==> config.mk <==
export PLATFORM = sky130hd
export DESIGN_NAME = mem_npr
export DESIGN_NICKNAME = d
export VERILOG_FILES = /design/src/rtl/mem_npr_pkg.sv /design/src/rtl/mem_npr_valid.sv /design/src/rtl/mem_npr.sv
export SDC_FILE = /design/constraint.sdc
export NUM_CORES = 1
export LEC_CHECK = 0
export BUFFER_PORTS_ARGS = -buffer_cell sky130_fd_sc_hd__buf_2
export CORE_ASPECT_RATIO = 1.75
export CORE_UTILIZATION = 45
export CTS_CLUSTER_SIZE = 14
export DETAILED_ROUTE_END_ITERATION = 12
export GPL_TIMING_DRIVEN = 1
export SYNTH_ARGS = -nofsm -noshare
export SYNTH_HDL_FRONTEND = slang
export SYNTH_SLANG_ARGS = --single-unit
==> constraint.sdc <==
create_clock -name clk -period 2.33 [get_ports clk]
set_clock_uncertainty 0.1 [all_clocks]
set_input_delay 0.1165 -clock clk [delete_from_list [all_inputs] [get_ports clk]]
set_output_delay 0.1165 -clock clk [all_outputs]
set_load 0.005 [all_outputs]
==> src/rtl/mem_npr_pkg.sv <==
// Shared types and helpers for the mem_npr reorder-buffer storage array.
// merge_be works on a fixed maximum width; callers cast to and from DATA_WIDTH (<= 256).
package mem_npr_pkg;

  typedef enum logic {
    MEM_NPR_INIT  = 1'b0,
    MEM_NPR_READY = 1'b1
  } mem_npr_state_e;

  localparam int unsigned MEM_NPR_MAX_DW = 256;
  localparam int unsigned MEM_NPR_MAX_BE = MEM_NPR_MAX_DW / 8;

  // Replace the bytes of old_data selected by be with the matching bytes of new_data.
  function automatic logic [MEM_NPR_MAX_DW-1:0] merge_be(
    input logic [MEM_NPR_MAX_DW-1:0] old_data,
    input logic [MEM_NPR_MAX_DW-1:0] new_data,
    input logic [MEM_NPR_MAX_BE-1:0] be
  );
    logic [MEM_NPR_MAX_DW-1:0] res;
    res = old_data;
    for (int unsigned b = 0; b < MEM_NPR_MAX_BE; b++) begin
      if (be[b]) res[8*b +: 8] = new_data[8*b +: 8];
    end
    return res;
  endfunction

endpackage

==> src/rtl/mem_npr_valid.sv <==
// Per-entry valid bits: set on write, clear-one during the init sweep, clear-all on flush.
// A set in the same cycle as clear-all wins, so the written entry survives a flush.
module mem_npr_valid #(
  parameter int unsigned ADDR_WIDTH = 4,
  parameter int unsigned NUM_READ   = 2
) (
  input  logic                           clk,
  input  logic                           rst,
  input  logic                           set_i,
  input  logic [ADDR_WIDTH-1:0]          set_addr_i,
  input  logic                           clr_one_i,
  input  logic [ADDR_WIDTH-1:0]          clr_addr_i,
  input  logic                           clr_all_i,
  input  logic [NUM_READ*ADDR_WIDTH-1:0] lookup_addr_i,
  output logic [NUM_READ-1:0]            valid_o
);

  localparam int unsigned MEM_DEPTH = 2 ** ADDR_WIDTH;

  logic [MEM_DEPTH-1:0] valid_q;
  logic [MEM_DEPTH-1:0] valid_d;

  always_comb begin
    valid_d = valid_q;
    if (clr_all_i) valid_d = '0;
    if (clr_one_i) valid_d[clr_addr_i] = 1'b0;
    if (set_i)     valid_d[set_addr_i] = 1'b1;
  end

  always_ff @(posedge clk) begin
    if (rst) valid_q <= '0;
    else     valid_q <= valid_d;
  end

  for (genvar k = 0; k < NUM_READ; k++) begin : g_lookup
    assign valid_o[k] = valid_q[lookup_addr_i[k*ADDR_WIDTH +: ADDR_WIDTH]];
  end

endmodule

==> src/rtl/mem_npr.sv <==
// Reorder-buffer storage: one byte-enabled write port, NUM_READ async read ports,
// valid bits with bulk flush, and a post-reset init sweep. Optional MEM_NPR_BYPASS_EN forwards writes to reads.
module mem_npr
  import mem_npr_pkg::*;
#(
  parameter int unsigned           ADDR_WIDTH = 4,
  parameter int unsigned           DATA_WIDTH = 32,
  parameter int unsigned           NUM_READ   = 2,
  parameter logic [DATA_WIDTH-1:0] INIT_VALUE = '0
) (
  input  logic                           clk,
  input  logic                           rst,
  output logic                           ready_o,
  input  logic                           write_en_i,
  input  logic [DATA_WIDTH/8-1:0]        write_be_i,
  input  logic [ADDR_WIDTH-1:0]          addr_write_i,
  input  logic [DATA_WIDTH-1:0]          data_write_i,
  input  logic                           flush_i,
  input  logic [NUM_READ*ADDR_WIDTH-1:0] addr_read_i,
  output logic [NUM_READ*DATA_WIDTH-1:0] data_read_o,
  output logic [NUM_READ-1:0]            valid_read_o
);

  localparam int unsigned MEM_DEPTH = 2 ** ADDR_WIDTH;

  mem_npr_state_e        state_q;
  logic [ADDR_WIDTH-1:0] cnt_q;
  logic                  ready_q;

  logic [DATA_WIDTH-1:0] mem_q [MEM_DEPTH];

  logic                  sweep_c;
  logic                  wr_c;
  logic                  flush_c;
  logic [DATA_WIDTH-1:0] wr_data_c;
  logic [NUM_READ-1:0]   valid_lk_c;

  assign ready_o   = ready_q;
  assign sweep_c   = (state_q == MEM_NPR_INIT) && !rst;
  assign wr_c      = (state_q == MEM_NPR_READY) && write_en_i && !rst;
  assign flush_c   = (state_q == MEM_NPR_READY) && flush_i;
  assign wr_data_c = DATA_WIDTH'(merge_be(MEM_NPR_MAX_DW'(mem_q[addr_write_i]),
                                          MEM_NPR_MAX_DW'(data_write_i),
                                          MEM_NPR_MAX_BE'(write_be_i)));

  // Sweep counter walks every entry once, then the array opens for use.
  always_ff @(posedge clk) begin
    if (rst) begin
      state_q <= MEM_NPR_INIT;
      cnt_q   <= '0;
      ready_q <= 1'b0;
    end else begin
      case (state_q)
        MEM_NPR_INIT: begin
          cnt_q <= cnt_q + ADDR_WIDTH'(1);
          if (cnt_q == ADDR_WIDTH'(MEM_DEPTH - 1)) begin
            state_q <= MEM_NPR_READY;
            ready_q <= 1'b1;
          end
        end
        default: ready_q <= 1'b1;
      endcase
    end
  end

  // Data array carries no reset so it maps onto distributed RAM.
  always_ff @(posedge clk) begin
    if (sweep_c)   mem_q[cnt_q]        <= INIT_VALUE;
    else if (wr_c) mem_q[addr_write_i] <= wr_data_c;
  end

  mem_npr_valid #(
    .ADDR_WIDTH (ADDR_WIDTH),
    .NUM_READ   (NUM_READ)
  ) u_valid (
    .clk           (clk),
    .rst           (rst),
    .set_i         (wr_c),
    .set_addr_i    (addr_write_i),
    .clr_one_i     (sweep_c),
    .clr_addr_i    (cnt_q),
    .clr_all_i     (flush_c),
    .lookup_addr_i (addr_read_i),
    .valid_o       (valid_lk_c)
  );

  for (genvar k = 0; k < NUM_READ; k++) begin : g_rd
    logic [ADDR_WIDTH-1:0] addr_c;
    assign addr_c = addr_read_i[k*ADDR_WIDTH +: ADDR_WIDTH];
`ifdef MEM_NPR_BYPASS_EN
    logic hit_c;
    assign hit_c = wr_c && (addr_c == addr_write_i);
    assign data_read_o[k*DATA_WIDTH +: DATA_WIDTH] = hit_c ? wr_data_c : mem_q[addr_c];
    assign valid_read_o[k] = hit_c || (ready_q && valid_lk_c[k]);
`else
    assign data_read_o[k*DATA_WIDTH +: DATA_WIDTH] = mem_q[addr_c];
    assign valid_read_o[k] = ready_q && valid_lk_c[k];
`endif
  end

endmodule

---- After elaboration in Yosys (flattened, before gate mapping) ----
Memory sizes are Yosys's and may differ from the RTL's.
Index checks and enable logic that the tools add are counted.
cells by class
  $add $sub $neg .......................... 1
  $lt $le $gt $ge ......................... 6
  equality and inequality tests ........... 5
  muxes and demuxes ....................... 27
  bitwise gates (word level) .............. 4
  reductions and logical operators ........ 15
operator list
  kind                   count
  $mux W16               3
  $mux W32               1
  $mux W8                4
  $reduce_or A32 Y1      1
  $lt A4 B5 Y1 const B   4
  $and A16 B16 Y16       1
  $not A16 Y16           1
  $or A16 B16 Y16        1
  $mux W1                13
  $bmux W1 S4            2
  $demux W1 S4           2
  $ge A4 B1 Y1 const B   2
  $logic_and A1 B1 Y1    8
  $mux W4                2
  $reduce_and A2 Y1      4
  $add A4 B1 Y4 const B  1
  $eq A4 B4 Y1 const B   1
  $ne A1 B1 Y1 const B   4
  $reduce_bool A2 Y1     1
  $logic_not A1 Y1       1
  $not A1 Y1             1
storage, ports and cells
  register bits after elaboration ......... 22
  memory bits (writable) .................. 512
  input port bits ......................... 52
  output and inout port bits .............. 67
  logic and storage cells ................. 63
  memories kept ........................... 1
memory list
  memory  depth  bits a word  rd ports  clocked after Yosys merged registers in  write ports  RTL line       source
  mem_q   16     32           2         0                                        1            mem_npr.sv:30  logic [DATA_WIDTH-1:0] mem_q [MEM_DEPTH];

---- Depth between registers and ports, before layout ----
Gate-level depths: netlist of the first run.
  depth in word-level cells ............... 9
  depth in mapped cells ................... 7
  depth with buffers taken out ............ 5

---- By module ----
A second synthesis of the first run with hierarchy kept.
second synthesis, totals
  cells, all modules ...................... 1338
  area, all modules ....................... 25092.8 um^2
by module, submodules not included
  module         instances  cells an instance  area an instance (um^2)  sequential area each (um^2)
  mem_npr        1          1242               24120.6                  15494.9
  mem_npr_valid  1          96                 972.2                    320.3

---- Least setup slack after synthesis of the first run ----
OpenSTA, ideal clock, no wires.
  kind .................................... register -> register
  start ................................... register state_q
  end ..................................... memory mem_q[14][24], enable pin
  setup time .............................. 0.383 ns
  data arrival time ....................... 2.006 ns
  data required time ...................... 1.847 ns
  slack ................................... -0.159 ns
  stages on the path, launching flop included .. 6
  path buffers ............................ 1
  period minus slack after synthesis ...... 2.489 ns
  cell sequence ........................... dfxtp_1 -> nand3b_2 -> nor2_4 -> mux2_2 -> buf_2 -> nor3_1
on the way
  longest elaborated chain between the ends .. 8
  elaborated cells between the ends (all ways) .. 16
  those cells by class .................... 7 x mux; 1 x bitwise; 8 x reduce/logical
RTL lines
  item                                RTL line       source
  from (decl)                         mem_npr.sv:26  mem_npr_state_e state_q;
  from (signal assigned)              mem_npr.sv:49  state_q <= MEM_NPR_INIT;
  from (signal assigned)              mem_npr.sv:57  state_q <= MEM_NPR_READY;
  $logic_and A1 B1 Y1 (2 in a row)    mem_npr.sv:40  assign wr_c = (state_q == MEM_NPR_READY) && write_en_i && !rst;
  $mux W1                             mem_npr.sv:69  else if (wr_c) mem_q[addr_write_i] <= wr_data_c;
  $mux W1                             mem_npr.sv:68  if (sweep_c) mem_q[cnt_q] <= INIT_VALUE;
  $mux W1 (implied by the code)       mem_npr.sv:69
  $reduce_and A2 Y1 (no source line)  -
  $reduce_or A32 Y1 (no source line)  -
  $mux W4 (no source line)            -
  to (decl)                           mem_npr.sv:30
Parallel ways exist; a longest one is shown, timed or not.

==> impl_metrics.py, run 1 <==
metrics = {
    "logic_synthesis": {
        "synth.distinct_cells": 41,
        "synthesis.nets": 1402,
        "synth-edff-count": 512,
        "synth_cells": 1346,
        "synth_mux_area_share_pct": 24.2,
        "synth_seq_cells": 534,
        "ys_warn_count": 0,
        "yosys.area_share.adder_pct": 0.199,
        "netlist_area_mm2": 0.0251,
        "yosys.area_share.xor_xnor_pct": 0.105,
        "seq_area_frac_synth_pct": 63.0,
        "ys_async_sr_fraction_pct": 0,
        "synthFlopType": "edfxtp_1",
        "syn_avg_cell_area_um2": 18.6,
        "synth_compound_gate_area_share_pct": 4.71,
        "synth_top_family_by_area": "multiplexers",
        "synth_simple_gate_area_share_pct": 5.43,
    },
    "global_route": {
        "grt_antenna_before_repair": 0,
        "grt_pass1_wl_mm": 100,
        "grt_overflow": 0,
        "grt_pass1_vias": 15665,
        "grt_usage_pct": 24.4,
        "grt_max_degree": 47,
    },
    "clock_network": {
        "cts_tree": "yes",
        "htree_num_levels": 2,
        "clk_pin_slew_ps": 70,
        "insertion_delay_ps": 570,
        "cts_buffers": 47,
        "cts.sinks": 534,
        "cts-root-buf": "clkbuf_16",
        "clock_path_buffers": 3,
    },
    "worst_setup_path": {
        "worstSetupEndpointType": "primary output",
        "cp_data_arrival_time_ps": 2070,
        "required_ps": 2110,
        "crit_type": "flop to primary output",
        "start_kind": "flop",
        "crit_path_top_delay_cell": "mux4_2",
        "r2r_slack_ps": 110,
        "cp_top_family": "multiplexers",
        "cp.buffers_inverters": 1,
        "path_cells": "mux4_2, a22oi_1, nand2_1, buf_2",
        "max_stage_delay_ps": 490,
        "crit_fanout": 2,
    },
    "routing": {
        "drt_iter0_drc": 1109,
        "ant_nets": 0,
        "dr_wl_met3_mm": 2.53,
        "top_layer": "met4",
        "route.met2.wl_mm": 38.0,
        "drc": 0,
        "met1_length_mm": 23.5,
        "via_per_inst": 6.19,
        "drt_first_pass_iters": 5,
        "vias": 14135,
        "wl_per_cell_um": 29.5,
        "wl_mm": 67.2,
    },
    "finish": {
        "drive_gt1_share_pct": 40.9,
        "fillers": 4411,
        "n_antenna_cell": 0,
        "layout.nets": 1615,
        "area.growth.synth_to_final_pct": 15.9,
    },
    "timing": {
        "whs_ps": 27.5,
        "relSlewSlack_pct": 37.5,
        "slew_viol_final": 0,
        "fin_crit_ps": 2280,
        "final.period_utilization_pct": 98.0,
        "rsz0062_at_grt": "no",
        "fin_ws_ps": 45.9,
        "timing.final.hold_violations": 0,
        "setup_viol": 0,
        "timing.fmax_mhz": 438,
        "final.setup.tns_ps": 0,
        "worstMarginPinSlew_ps": 932,
    },
    "placed_design": {
        "pre_cts_ws_ps": -163,
        "io_buffers": 118,
        "detailed_place_hpwl_mm": 45.6,
        "gp_congestion": 0.843,
    },
    "power_and_ir_drop": {
        "vdd_drop_max_uv": 557,
        "p_per_area_mw_per_mm2": 671,
        "power_leakage_nw": 10.6,
    },
    "die": {
        "die_y_um": 314,
        "rows": 114,
        "die_area_mm2": 0.0567,
        "die_w_um": 180,
        "start_util_pct": 45.5,
        "io-pin-count": 119,
        "coreArea_mm2": 0.0552,
    },
    "outcome": {
        "status": "complete, no violations",
    },
    "flow_run": {
        "cap_viol_max_count": 0,
    },
    "worst_hold_path": {
        "hp-class": "input port to flop",
    },
}
## sequential cells by signal, indices dropped and copies added (netlist names)
signal / flops
mem_q: 512
cnt_q: 4
u_valid.valid_q: 16
state_q: 1
ready_o: 1
## synth_stat cells, drive strengths merged, types with 3 or more instances
cell type	n	area share [%]
a21o	4	0.12
a22oi	128	3.8
a32oi	15	0.52
and2	36	0.90
buf	57	1.4
clkbuf	58	0.87
dfxtp	22	1.8
edfxtp	512	61
ha	4	0.20
inv	3	0.045
mux2i	16	0.85
mux4	260	23
nand2	93	1.4
nand3	4	0.080
nor2	31	0.49
nor2b	15	0.37
nor3	64	1.8
o211ai	4	0.12
## repair_timing
action,in CTS,in global routing
pin swaps,1,0
gates resized for setup,6,3
buffers inserted,5,0
endpoints found under the setup margin,243,8
endpoints found under the hold margin,54,0
hold buffers,3,0
## where the power goes
group / switching, mW / leakage (nW) / internal, mW / total, mW
Sequential: 0.0438 / 5.66 / 10.5 / 10.5
Clock: 3.40 / 0.667 / 3.96 / 7.36
Combinational: 0.906 / 4.25 / 0.732 / 1.64
## layer usage
metal / up-vias / global-route usage (%)
met5: - / 0
met4: 0 / 11.9
met3: 150 / 2.51
met2: 456 / 46.7
met1: 7404 / 26.8
li1: 6125 / -
## cell families (layout without fill, tap and decap cells)
| family | count (synthesis) | after routing |
|---|---|---|
| xor+xnor | 3 | 3 |
| fa+ha+maj | 4 | 4 |
| mux | 277 | 277 |
| buf+inv | 118 | 358 |
| compound gates | 156 | 156 |
| flops | 534 | 534 |
| simple gates | 254 | 254 |
## layout make-up
class                      instances  area (um^2)  share of cell area [%]
clock inverter                    14         96.3                   0.331
clock buffer                      62         1280                    4.42
timing repair buffer             279         2190                    7.53
inverter                           3         11.3                  0.0387
multi-input combinational        694         8800                    30.3
tap                              696          871                    3.00
sequential                       534        15800                    54.4
## placed cells by master (no fill, tap or decap), drive strengths merged, types with 2 or more instances in the layout
cell type | synthesis | final
edfxtp | 512 | 512
buf | 57 | 276
mux4 | 260 | 260
a22oi | 128 | 128
nand2 | 93 | 93
nor3 | 64 | 64
clkbuf | 58 | 62
and2 | 36 | 36
nor2 | 31 | 31
dfxtp | 22 | 22
mux2i | 16 | 16
a32oi | 15 | 15
nor2b | 15 | 15
clkinv | 0 | 10
a21o | 4 | 4
nand3 | 4 | 4
o211ai | 4 | 4
ha | 4 | 4
inv | 3 | 3
clkinvlp | 0 | 3
dlygate4sd3 | 0 | 3
nand2b | 2 | 2
o22ai | 2 | 2
xor2 | 2 | 2
nor4b | 2 | 2
a31oi | 2 | 2
nand3b | 2 | 2
nor4 | 2 | 2
## path summary, 6_finish.rpt
path	from	endpoint	depth (start not counted)
worst min register to register	ready_o	ready_o	2
worst max-delay path	mem_q[8][25]	data_read_o[25]	4
worst min-delay path	data_write_i[25]	mem_q[6][25]	3
worst max register to register	state_q	mem_q[10][21]	5
## worst min-delay path: stages
cell and delay, ps:
buf_2 70, and2_1 140, buf_4 230
## through the flow
stage          instances  area, um^2  util (%)  power, mW
2_1_floorplan       1346       25100         -       11.7
3_3_place_gp        2198       27600      49.9       12.3
3_5_place_dp        2198       27600      49.9       12.4
4_1_cts             2282       29100      52.6       19.7
5_1_grt             2282       29100      52.7       20.0
6_report            2282       29100      52.7       19.5
Note: power is estimated with default switching activity, not from simulation.
==> inputs of run 2 (changes only) <==
--- a/config.mk
+++ b/config.mk
@@ -11,6 +11,7 @@
 export CTS_CLUSTER_SIZE = 14
 export DETAILED_ROUTE_END_ITERATION = 12
 export GPL_TIMING_DRIVEN = 1
+export HOLD_SLACK_MARGIN = 0.1
 export SYNTH_ARGS = -nofsm -noshare
 export SYNTH_HDL_FRONTEND = slang
 export SYNTH_SLANG_ARGS = --single-unit
==> run 2 against run 1 <==
Against the previous run: die area is the same; non-clock buffer count grew 14; cell count grew 0.61%; total power grew 0.12%; clock-buffer cell count is the same; core utilization grew 0.26 points; fmax grew 0.32%; routed wire length grew 0.39%; largest power group unchanged; combinational power is essentially flat; largest cell class unchanged.
==> impl_metrics.py, run 2 (synthesis results as in run 1) <==
metrics = {
    "routing": {
        "top_layer": "met4",
        "drt_first_pass_iters": 5,
        "drc": 0,
        "ant_nets": 0,
        "route.met2.wl_mm": 38.1,
        "wl_per_cell_um": 29.4,
        "met1_length_mm": 23.5,
        "dr_wl_met3_mm": 2.57,
        "via_per_inst": 6.22,
        "wl_mm": 67.5,
        "vias": 14289,
        "drt_iter0_drc": 1089,
    },
    "outcome": {
        "status": "complete, no violations",
    },
    "placed_design": {
        "dp.cells": 2198,
        "io_buffers": 118,
        "gp_congestion": 0.843,
        "pre_cts_ws_ps": -163,
        "detailed_place_hpwl_mm": 45.6,
    },
    "power_and_ir_drop": {
        "pwr-share-comb_pct": 8.5,
        "vdd_drop_max_uv": 557,
        "clkPwrFrac_pct": 37.7,
        "intPower_mw": 15.2,
        "seq_power_share_pct": 53.8,
        "power.switching_mw": 4.35,
        "power_leakage_nw": 10.6,
        "switching_share_pct": 22.3,
        "p_per_area_mw_per_mm2": 669,
    },
    "finish": {
        "fillers": 4399,
        "drive_gt1_share_pct": 40.6,
        "layout.nets": 1629,
        "final_common_cell": "edfxtp_1",
        "area.growth.synth_to_final_pct": 16.4,
        "largest_reg_flops": 512,
        "final_cell_mix": "edfxtp_1 (512), mux4_2 (260), buf_4 (130)",
        "reg_top3": "mem_q: 512 flops, u_valid.valid_q: 16 flops, cnt_q: 4 flops",
        "register_area_mm2": 0.0158,
        "regMostFlops": "mem_q",
        "multi_input_area_mm2": 0.00880,
        "n_antenna_cell": 0,
        "fin_cells": 2296,
    },
    "clock_network": {
        "cts_buffers": 47,
        "cts.sinks": 534,
        "cts_tree": "yes",
        "cts-root-buf": "clkbuf_16",
        "clk_pin_slew_ps": 60,
        "clock_path_buffers": 3,
        "insertion_delay_ps": 580,
        "htree_num_levels": 2,
    },
    "global_route": {
        "grt_usage_pct": 24.5,
        "grt_antenna_before_repair": 0,
        "grt_pass1_vias": 15765,
        "grt_pass1_wl_mm": 101,
        "grt_max_degree": 47,
        "grt_overflow": 0,
    },
    "die": {
        "start_util_pct": 45.5,
        "rows": 114,
        "die_w_um": 180,
        "io-pin-count": 119,
        "die_area_mm2": 0.0567,
        "die_y_um": 314,
        "coreArea_mm2": 0.0552,
    },
    "worst_setup_path": {
        "r2r-start": "state_q",
        "cp_data_arrival_time_ps": 2060,
        "crit_fanout": 2,
        "start_kind": "flop",
        "crit_type": "flop to primary output",
        "worstSetupEndpointType": "primary output",
        "required_ps": 2110,
        "cp-startpoint": "mem_q[8][25]",
    },
    "flow_run": {
        "cap_viol_max_count": 0,
    },
    "timing": {
        "fin_crit_ps": 2280,
        "relSlewSlack_pct": 36.2,
        "setup_viol": 0,
        "slew_viol_final": 0,
        "final.period_utilization_pct": 97.7,
        "fin_ws_ps": 53.1,
        "timing.fmax_mhz": 439,
        "rsz0062_at_grt": "no",
        "timing.final.hold_violations": 0,
        "worstMarginPinSlew_ps": 951,
    },
    "worst_hold_path": {
        "hp-start": "data_write_i[24]",
        "hp-class": "input port to flop",
    },
}
-- run 2: changes by cell type in the layout (fill, tap and decap cells not counted), sizes merged --
cell,delta
dlygate4sd3,+14
-- run 2: worst max-delay path, stage by stage (launching register included) --
cell      delay, ps
edfxtp_1        390
mux4_2          490
a22oi_1         300
nand2_1         140
buf_2           160
-- run 2: worst paths after layout --
check                           slack, ps              end  cells past startpoint
worst max-delay path                   50  data_read_o[25]                      4
worst min-delay path                  100     mem_q[0][24]                      2
worst max register to register        100    mem_q[10][21]                      5
worst min register to register        430          ready_o                      2
-- run 2: power groups by stage --
stage	sequential (mW)	combinational [mW]	clock [mW]
2_1_floorplan	10.7	0.951	0
3_3_place_gp	10.7	1.63	0
3_5_place_dp	10.7	1.64	0
4_1_cts	10.5	1.68	7.48
5_1_grt	10.5	1.75	7.76
6_report	10.5	1.66	7.36
-- run 2: routing by layer --
layer	up-vias	global-route usage, %
li1	6157	-
met1	7511	26.8
met2	462	46.9
met3	159	2.58
met4	0	12.0
met5	-	0
-- run 2: through the flow --
step / hold slack (ps) / TNS (ps) / cell area (um^2) / total power, mW / utilization [%]
global route: 122 / 0 / 29200 / 20.0 / 52.9
detailed placement: 422 / -14960 / 27600 / 12.4 / 49.9
CTS: 101 / 0 / 29200 / 19.7 / 52.9
floorplan: 252 / -9230 / 25100 / 11.7 / -
global placement: 417 / -9530 / 27600 / 12.3 / 49.9
finish: 103 / 0 / 29200 / 19.5 / 52.9
-- run 2: cell type report --
class                           instances  share of cell area (%)
Inverter                                3                  0.0385
Timing Repair Buffer                  293                    7.97
Sequential cell                       534                    54.1
Multi-Input combinational cell        694                    30.1
Clock inverter                         14                   0.330
Tap cell                              696                    2.98
Clock buffer                           62                    4.40
-- run 2: what timing repair did --
action | in CTS | in global routing
endpoints found under the hold margin | 171 | 0
pin swaps | 1 | 0
resized for setup | 6 | 4
hold buffers | 17 | 0
buffers inserted | 5 | 0
endpoints found under the setup margin | 243 | 9
==> inputs of run 3 (changes only) <==
--- a/config.mk
+++ b/config.mk
@@ -5,13 +5,17 @@
 export SDC_FILE = /design/constraint.sdc
 export NUM_CORES = 1
 export LEC_CHECK = 0
+export ABC_AREA = 1
 export BUFFER_PORTS_ARGS = -buffer_cell sky130_fd_sc_hd__buf_2
+export CELL_PAD_IN_SITES_DETAIL_PLACEMENT = 0
+export CELL_PAD_IN_SITES_GLOBAL_PLACEMENT = 1
 export CORE_ASPECT_RATIO = 1.75
-export CORE_UTILIZATION = 45
+export CORE_UTILIZATION = 44
 export CTS_CLUSTER_SIZE = 14
 export DETAILED_ROUTE_END_ITERATION = 12
 export GPL_TIMING_DRIVEN = 1
 export HOLD_SLACK_MARGIN = 0.1
+export PLACE_DENSITY_LB_ADDON = 0.1
 export SYNTH_ARGS = -nofsm -noshare
 export SYNTH_HDL_FRONTEND = slang
 export SYNTH_SLANG_ARGS = --single-unit
==> run 3 against run 2 <==
Against the previous run: the run now ends with setup timing left; worst hold slack improved by 86 ps; die area rose by 9.8%; clock power is 14% higher; critical path type is now flop to flop.
==> impl_metrics.py, run 3 <==
metrics = {
    "clock_network": {
        "insertion_delay_ps": 590,
        "clock_path_buffers": 3,
        "cts.sinks": 534,
        "clk_pin_slew_ps": 70,
        "htree_num_levels": 2,
        "cts_buffers": 49,
        "cts_tree": "yes",
        "cts-root-buf": "clkbuf_16",
    },
    "finish": {
        "n_antenna_cell": 0,
        "reg_top3": "mem_q: 512 flops, u_valid.valid_q: 16 flops, cnt_q: 4 flops",
        "layout.nets": 3061,
        "fin_area_mm2": 0.0315,
        "area.growth.synth_to_final_pct": 16.8,
        "regMostFlops": "mem_q",
        "largest_reg_flops": 512,
        "final_cell_mix": "edfxtp_1 (512), nand3_1 (414), nand2_1 (383)",
        "fillers": 5583,
        "drive_gt1_share_pct": 13.1,
        "fin_util_pct": 52.2,
        "final_common_cell": "edfxtp_1",
        "multi_input_area_mm2": 0.00907,
        "register_area_mm2": 0.0158,
    },
    "global_route": {
        "grt_pass1_wl_mm": 132,
        "grt_overflow": 0,
        "top_usage_layer": "met2",
        "grt_antenna_before_repair": 0,
        "grt_pass1_vias": 21571,
        "grt_max_degree": 111,
        "grt_usage_pct": 28.5,
        "grt_use_met3_pct": 2.65,
        "grt_util_met2_pct": 51.5,
        "met1_usage_pct": 33.2,
    },
    "power_and_ir_drop": {
        "switching_share_pct": 23.7,
        "p_per_area_mw_per_mm2": 672,
        "vdd_drop_max_uv": 601,
        "power_leakage_nw": 12.1,
        "seq_power_share_pct": 49.9,
        "power.switching_mw": 5.02,
        "pwr-share-comb_pct": 10.6,
        "intPower_mw": 16.1,
        "clkPwrFrac_pct": 39.5,
    },
    "logic_synthesis": {
        "netlist_area_mm2": 0.0270,
        "ys_top_cells_by_area": "edfxtp_1 (57%), nand3_1 (7.7%), o211ai_1 (7.7%), nand2_1 (5.3%), a21oi_1 (5.3%)",
        "ys_warn_count": 0,
        "synth_seq_cells": 534,
        "synth_cells": 2850,
        "seq_area_frac_synth_pct": 58.7,
        "syn_avg_cell_area_um2": 9.46,
        "yosysMostFrequentCell": "edfxtp_1",
        "synth_commonest_cells": "edfxtp_1 (512), nand3_1 (414), nand2_1 (383)",
        "synthFlopType": "edfxtp_1",
        "synthesis.nets": 2906,
        "ys_async_sr_fraction_pct": 0,
        "yosysTopAreaCell": "edfxtp_1",
        "synth.distinct_cells": 22,
        "synth-edff-count": 512,
        "yosys.area.top_type_share_pct": 57.0,
    },
    "routing": {
        "wl_per_cell_um": 23.3,
        "vias": 22276,
        "drt_iter0_drc": 2075,
        "wl_mm": 89.0,
        "drt_first_pass_iters": 6,
        "drc": 0,
        "via_per_inst": 5.83,
        "ant_nets": 0,
    },
    "worst_setup_path": {
        "worstSetupEndpointType": "flop",
        "start_kind": "flop",
        "r2r-start": "state_q",
        "cp_top_family": "simple AND/OR/NAND/NOR gates",
        "required_ps": 2500,
        "r2r_slack_ps": -20,
        "crit_path_top_delay_cell": "dfxtp_1",
        "path_cells": "nand2_2, nor2_8, o21ai_4, buf_4, nand3_1, nand2_1, nor2_2, nand2_2, nor2_1, buf_4",
        "crit_type": "flop to flop",
        "reg2reg_to": "mem_q[7][12]",
        "max_stage_delay_ps": 360,
        "cp.buffers_inverters": 2,
        "r2r.worst_path.cells": 10,
        "crit_fanout": 8,
        "cp_data_arrival_time_ps": 2530,
    },
    "timing": {
        "fin_crit_ps": 2350,
        "fin_ws_ps": -23.0,
        "timing.fmax_mhz": 425,
        "final.period_utilization_pct": 101,
        "rsz0062_at_grt": "yes",
        "setup_viol": 21,
        "timing.final.hold_violations": 0,
        "relSlewSlack_pct": 56.1,
        "final.setup.tns_ps": -282,
        "worstMarginPinSlew_ps": 653,
        "whs_ps": 188,
        "slew_viol_final": 0,
    },
    "die": {
        "die_area_mm2": 0.0623,
        "rows": 119,
        "die_y_um": 329,
        "start_util_pct": 44.7,
        "io-pin-count": 119,
        "die_w_um": 189,
        "coreArea_mm2": 0.0603,
    },
    "placed_design": {
        "detailed_place_hpwl_mm": 59.7,
        "io_buffers": 118,
        "gp_congestion": 0.915,
        "placed_area_mm2": 0.0294,
    },
    "worst_hold_path": {
        "hp-start": "flush_i",
        "min_path_cells": 4,
        "hp-class": "input port to flop",
        "hold_path_end": "u_valid.valid_q[3]",
    },
    "flow_run": {
        "cap_viol_max_count": 0,
    },
    "outcome": {
        "failed_checks": "setup timing",
        "status": "finished, violations left",
    },
}
[run 3: cell types whose count changed after synthesis, moves of 21 or more]
cell	change
o21ai_0	+264
o211ai_1	+272
nor3_1	-34
inv_1	+314
nand3_1	+410
nand2_1	+290
and2_1	-36
mux4_2	-260
a21oi_1	+284
nor2_1	+77
buf_2	+21
clkbuf_1	+107
a22oi_1	-128
nor3_2	-25
[run 3: layout make-up]
class	instances	area share, %
timing repair buffer	331	8.83
clock buffer	61	4.17
sequential	534	50.2
tap	786	3.12
multi-input combinational	1769	28.8
inverter	320	3.82
clock inverter	23	1.01
[run 3: worst max-delay path by stage]
stage | start | to | slack, ps | depth (start not counted)
6_report | state_q | mem_q[7][12] | -20 | 10
5_1_grt | state_q | mem_q[7][12] | -70 | 10
4_1_cts | state_q | mem_q[7][10] | 50 | 10
3_5_place_dp | state_q | mem_q[7][11] | 70 | 10
3_3_place_gp | state_q | mem_q[7][8] | 110 | 10
2_1_floorplan | state_q | mem_q[0][0] | 200 | 8
[run 3: kinds of logic after synthesis]
| kind of cell | Yosys count | share of synthesized area [%] |
|---|---|---|
| fa+ha+maj | 4 | 0.186 |
| buf+inv | 547 | 7.85 |
| simple gates | 938 | 15.3 |
| compound gates | 827 | 18.0 |
| flops | 534 | 58.7 |
[run 3: per-layer routing]
layer,up-vias,wire [um]
met4,0,5020
met1,10686,32700
met3,233,4880
li1,10453,-
met2,904,46400
met5,-,0
[run 3: worst min-delay path: cells and delay by family]
| family | cells | cell delay (ps) |
|---|---|---|
| AOI/OAI and AO/OA | 1 | 50 |
| and+or+nand+nor | 2 | 570 |
| buffers and inverters | 1 | 90 |
[run 3: metrics by stage]
| stage | std cells | total power, mW | setup WS (ps) |
|---|---|---|---|
| 2_1_floorplan | 2850 | 12.0 | 201 |
| 3_3_place_gp | 3696 | 12.9 | 107 |
| 3_5_place_dp | 3696 | 12.9 | 70.6 |
| 4_1_cts | 3822 | 21.3 | 49.4 |
| 5_1_grt | 3824 | 21.8 | -74.0 |
| 6_report | 3824 | 21.2 | -23.0 |
[run 3: timing repair]
| action | CTS | global route |
|---|---|---|
| buffers inserted | 0 | 0 |
| endpoints found under the hold margin | 499 | 32 |
| setup endpoints to repair | 0 | 302 |
| gates resized for setup | 0 | 10 |
| hold buffers | 42 | 2 |
[run 3: power groups by stage]
stage	Combinational, mW	Sequential (mW)	Clock [mW]
after CTS	2.23	10.5	8.48
after global placement	2.15	10.8	0
after floorplan	1.30	10.7	0
final	2.25	10.5	8.36
after detailed placement	2.18	10.8	0
after global routing	2.46	10.6	8.78
